===== src/rtl/fetch_pc_gen.sv =====
// fetch_pc_gen: fetch-stage PC generator sitting upstream of the BTB.
// Issues fetch_pc/fetch_en each cycle. The BTB result for an issued PC comes
// back one cycle later (stage s1), where it is paired with that PC and offered
// to decode. Redirects come from a BTB predicted-taken or a backend redirect.
// Optional build macro FETCH_PC_GEN_STAT_EN adds prediction/redirect counters.
module fetch_pc_gen #(
  parameter logic [31:0] RESET_PC = 32'h1C00_0000,
  parameter int unsigned IDX_W    = 5
) (
  input  logic             clk,
  input  logic             reset,
  output logic [31:0]      fetch_pc,
  output logic             fetch_en,
  input  logic             btb_taken,
  input  logic             btb_pre_en,
  input  logic [31:0]      btb_target,
  input  logic [IDX_W-1:0] btb_index,
  input  logic             ex_redirect,
  input  logic [31:0]      ex_target,
  output logic             out_valid,
  input  logic             out_ready,
  output logic [31:0]      out_pc,
  output logic             out_taken,
  output logic [31:0]      out_target,
  output logic [IDX_W-1:0] out_index
`ifdef FETCH_PC_GEN_STAT_EN
  ,
  output logic [31:0]      stat_pred_cnt,
  output logic [31:0]      stat_redir_cnt
`endif
);

  localparam logic [0:0] ST_BOOT = 1'b0;
  localparam logic [0:0] ST_RUN  = 1'b1;

  logic [0:0]  state_q, state_d;
  logic [31:0] pc_q, pc_d;
  logic        s1_valid_q, s1_valid_d;
  logic [31:0] s1_pc_q, s1_pc_d;

  logic        run;
  logic        pred;
  logic        slot_accept;
  logic [31:0] redir_pc;
  logic [31:0] pred_pc;
  logic [31:0] seq_pc;

  // Low address bits are always discarded; keep them visibly consumed.
  logic        unused_lsbs;
  assign unused_lsbs = ^{ex_target[1:0], btb_target[1:0]};

  assign run         = (state_q == ST_RUN);
  assign pred        = s1_valid_q & btb_pre_en & btb_taken;
  assign redir_pc    = {ex_target[31:2], 2'b00};
  assign pred_pc     = {btb_target[31:2], 2'b00};
  assign seq_pc      = pc_q + 32'd4;

  // A predicted-taken slot blocks new issue so the target can be fetched
  // next cycle; a backend redirect blocks issue and kills the slot.
  assign fetch_en    = run & ~ex_redirect & ~pred & (~s1_valid_q | out_ready);
  assign fetch_pc    = pc_q;

  assign out_valid   = s1_valid_q & ~ex_redirect;
  assign slot_accept = out_valid & out_ready;
  assign out_pc      = s1_pc_q;
  assign out_taken   = pred;
  assign out_target  = s1_valid_q ? pred_pc : '0;
  assign out_index   = s1_valid_q ? btb_index : '0;

  // Boot lasts exactly one cycle regardless of other inputs.
  always_comb begin
    state_d = state_q;
    if (state_q == ST_BOOT) begin
      state_d = ST_RUN;
    end
  end

  // Next fetch PC: backend redirect, then accepted prediction, then sequential.
  always_comb begin
    pc_d = pc_q;
    if (ex_redirect) begin
      pc_d = redir_pc;
    end else if (pred & out_ready) begin
      pc_d = pred_pc;
    end else if (fetch_en) begin
      pc_d = seq_pc;
    end
  end

  // s1 slot: killed by redirect, refilled on issue, drained on accept.
  always_comb begin
    s1_valid_d = s1_valid_q;
    s1_pc_d    = s1_pc_q;
    if (ex_redirect) begin
      s1_valid_d = 1'b0;
    end else if (fetch_en) begin
      s1_valid_d = 1'b1;
      s1_pc_d    = pc_q;
    end else if (slot_accept) begin
      s1_valid_d = 1'b0;
    end
  end

  // State registers with synchronous reset.
  always_ff @(posedge clk) begin
    if (reset) begin
      state_q    <= ST_BOOT;
      pc_q       <= RESET_PC;
      s1_valid_q <= 1'b0;
      s1_pc_q    <= '0;
    end else begin
      state_q    <= state_d;
      pc_q       <= pc_d;
      s1_valid_q <= s1_valid_d;
      s1_pc_q    <= s1_pc_d;
    end
  end

`ifdef FETCH_PC_GEN_STAT_EN
  logic [31:0] pred_cnt_q;
  logic [31:0] redir_cnt_q;

  // Event counters: accepted predictions and backend redirects, free-running.
  always_ff @(posedge clk) begin
    if (reset) begin
      pred_cnt_q  <= '0;
      redir_cnt_q <= '0;
    end else begin
      if (pred & out_ready) begin
        pred_cnt_q <= pred_cnt_q + 32'd1;
      end
      if (ex_redirect) begin
        redir_cnt_q <= redir_cnt_q + 32'd1;
      end
    end
  end

  assign stat_pred_cnt  = pred_cnt_q;
  assign stat_redir_cnt = redir_cnt_q;
`endif

endmodule


===== config.mk =====
export PLATFORM = sky130hd
export DESIGN_NAME = fetch_pc_gen
export DESIGN_NICKNAME = d
export VERILOG_FILES = /design/src/rtl/fetch_pc_gen.sv
export SDC_FILE = /design/constraint.sdc
export NUM_CORES = 1
export LEC_CHECK = 0
export ABC_AREA = 1
export CORE_MARGIN = 2
export CORE_UTILIZATION = 46
export CTS_CLUSTER_DIAMETER = 30
export CTS_CLUSTER_SIZE = 10
export DETAILED_ROUTE_END_ITERATION = 10
export PLACE_DENSITY = 0.95
export SETUP_SLACK_MARGIN = 0.02
export SLEW_MARGIN = 20
export SYNTH_ARGS = -nofsm -noshare
export SYNTH_HDL_FRONTEND = slang
export SYNTH_SLANG_ARGS = --single-unit

===== constraint.sdc =====
create_clock -name clk -period 2.7 [get_ports clk]
set_input_delay 0.27 -clock clk [delete_from_list [all_inputs] [get_ports clk]]
set_output_delay 0.27 -clock clk [all_outputs]
set_load 0.005 [all_outputs]

==> qor.json <==
{
  "floorplan": {
    "fp.dieH_um": 98.4,
    "initial_core_util_pct": 47.3,
    "floorplan.die_area_um2": 9690,
    "die_x_um": 98.4,
    "core-area_um2": 8680,
    "std_cell_rows": 34,
    "ioPinCount": 179
  },
  "cts": {
    "htree_num_levels": 3,
    "clock_insertion_delay_worst_skew_ps": 350,
    "cts_buf_count": 9,
    "tritoncts_sink_count": 62,
    "clockBufferDepth": 2,
    "post-cts-setup-buffer-count": 0,
    "clock-root-buffer": "clkbuf_8",
    "cts_tree": "done",
    "clock_transition_time_at_the_flip_flop_clock_pins_of_the_worst_setup_and_hold_paths_ps": 70,
    "cts_hold_buf": 0,
    "cts_resized": 0
  },
  "synth": {
    "yosys_warnings": 0,
    "synthTopCellsByArea": "dfxtp_1 30%, nand2_1 19%, nor2_1 8.9%",
    "syn_std_cell_area_um2": 4100,
    "asyncSetResetFlopFracSynth_pct": 0,
    "synth_edf_count": 0,
    "synth_top_cell_area_share_pct": 30.3,
    "synth_cell_type_count": 34,
    "yosys-top-cells-count": "205 x nand2_1, 97 x nor2_1, 63 x inv_1",
    "synthesis.instances": 672,
    "synth-main-ff-cell": "dfxtp_1",
    "syn_area_per_cell_um2": 6.11,
    "synth_most_common_cell": "nand2_1",
    "seq_area_frac_synth_pct": 30.3,
    "post_synthesis_sequential_element_count": 62,
    "synth_top_cell_by_area": "dfxtp_1"
  },
  "placed_design": {
    "final_estimated_routing_congestion_in_global_placement": 0.966,
    "io_buffer_count": 168,
    "hpwlAfterDp_um": 9970,
    "place.detailed.instances": 923,
    "placement.setup.worst_slack_ps": 516
  },
  "final_layout": {
    "fin_cells": 939,
    "count_of_nets_after_finishing": 902,
    "fillCellCount": 747,
    "layout.area.seq_um2": 1240,
    "area.growth.synth_to_final_pct": 44.9,
    "drive_gt1_share_pct": 8.78,
    "antennaDiodeCount": 0,
    "final_core_util_pct": 68.5,
    "multi_input_comb_area_um2": 2360
  },
  "global_route": {
    "groute.usage.overall_pct": 27.3,
    "first_global_vias": 4493,
    "globalRouteOverflowTotal": 0,
    "maximum_number_of_pins_on_one_net_before_global_route_repair": 46,
    "first_pass_grt_wire_length_um": 21600,
    "antenna_found_initial": 0
  },
  "timing": {
    "worst_clock_skew_ps": 8.45,
    "finalHoldViolations": 0,
    "timing.setup.tns_ps": 0,
    "post-route-period-util_pct": 84.1,
    "rsz0062_at_grt": "no",
    "timing_max_transition_violations_final": 0,
    "hold_slack_ps": 511,
    "finalWorstSetupSlack_ps": 430,
    "clock.fmax_mhz": 440,
    "final_period_minus_worst_setup_slack_ps": 2270,
    "setup-violations-final": 0
  },
  "pwr": {
    "power-per-cell-area_nw_per_um2": 423,
    "irDropWorstVdd_mv": 0.342,
    "p_leak_nw": 2.67
  },
  "drt": {
    "mean_routed_wirelength_per_cell_um": 14.2,
    "drt_pass1_iterations": 5,
    "antenna_violating_nets_post_route": 0,
    "drc": 0,
    "routed_wirelength_um": 13300,
    "routed-via-count": 4833,
    "route.detailed.vias_per_inst": 5.15,
    "drt_initial_violations": 277
  },
  "hold_path": {
    "hold_path_class": "reg2reg"
  },
  "worst_setup_path": {
    "cp-end-kind": "output pin",
    "worstPathArrival_ps": 2000,
    "crit_path_start_kind": "flip-flop",
    "worstSetupPathType": "reg2out",
    "timing.critical_path.fanout_max": 26,
    "required_time_of_the_critical_path_ps": 2430
  },
  "outcome": {
    "run_status": "finished, final reports clean"
  },
  "job": {
    "drv_cap": 0
  }
}
## stage by stage
step | instance area (um2) | power, mW
after global placement | 5750 | 1.68
final | 5940 | 2.51
after global routing | 5940 | 2.64
after floorplan | 4120 | 1.36
after CTS | 5940 | 2.51
after detailed placement | 5750 | 1.70
## cell usage in the layout (no fill, tap or decap), types with 2 or more instances in the layout
cell and instances:
xnor2_1 6, nor2_4 4, dfxtp_1 62, nand2_1 205, inv_2 3, inv_4 2, nand3b_1 2, o21ai_0 52
clkdlybuf4s50_1 168, o21ai_1 2, a21oi_1 62, a21oi_2 4, inv_1 63, nand3_2 3, o211ai_1 4, clkbuf_8 10
nand3_4 2, nor2_2 16, conb_1 6, buf_4 8, nor2_1 97, xor2_1 6, clkinv_2 3, nand3_1 20
or2_2 6, nand2_2 7
## power by group
group | switching [mW] | leakage (nW) | total [mW] | internal, mW
logic | 0.279 | 2.05 | 0.613 | 0.333
clock network | 0.380 | 0.102 | 0.828 | 0.448
registers | 0.0866 | 0.512 | 1.07 | 0.985
total | 0.746 | 2.67 | 2.51 | 1.77
## path summary, 6_finish.rpt
path | cells after the start | endpoint | startpoint | slack, ps
min | 2 | fetch_pc[31] | fetch_pc[31] | 510
max | 4 | out_valid | s1_valid_q | 430
max reg2reg | 7 | fetch_pc[29] | s1_valid_q | 650
min reg2reg | 2 | fetch_pc[31] | fetch_pc[31] | 510
## metal layers
metal,wire length (um),vias to the layer above,GRT usage (%)
met2,6440,233,46.2
li1,-,2398,-
met1,5300,2162,33.1
met3,1100,40,7.38
met5,0,-,0
met4,469,0,10.4
## flip-flops by register name (all words and copies together), names as in the netlist
signal      flops
fetch_pc       30
out_pc         30
run             1
s1_valid_q      1
## cell type report
type                       instances  share of cell area, %
multi-input combinational        508                   39.7
timing repair buffer             176                   29.3
sequential                        62                   20.9
inverter                          69                   4.53
clock buffer                      10                   2.32
tap                              108                   2.27
clock inverter                     6                   1.03
## cells by family after synthesis
| group | count (synthesis) | share of synthesized area [%] |
|---|---|---|
| and+or+nand+nor | 364 | 38.2 |
| AOI/OAI and AO/OA | 125 | 15.9 |
| buffers and inverters | 107 | 12.7 |
| DFF | 62 | 30.3 |
| xor gates and xnor gates | 12 | 2.56 |
| adders and majority gates | 1 | 0.305 |
| other | 1 | 0.0914 |
## worst max-delay path, stage by stage, from the launching register on
cell and delay (ps):
dfxtp_1 620, buf_4 360, inv_1 70, nor2_1 90, clkdlybuf4s50_1 520
Power figures use the tool's default switching activity.
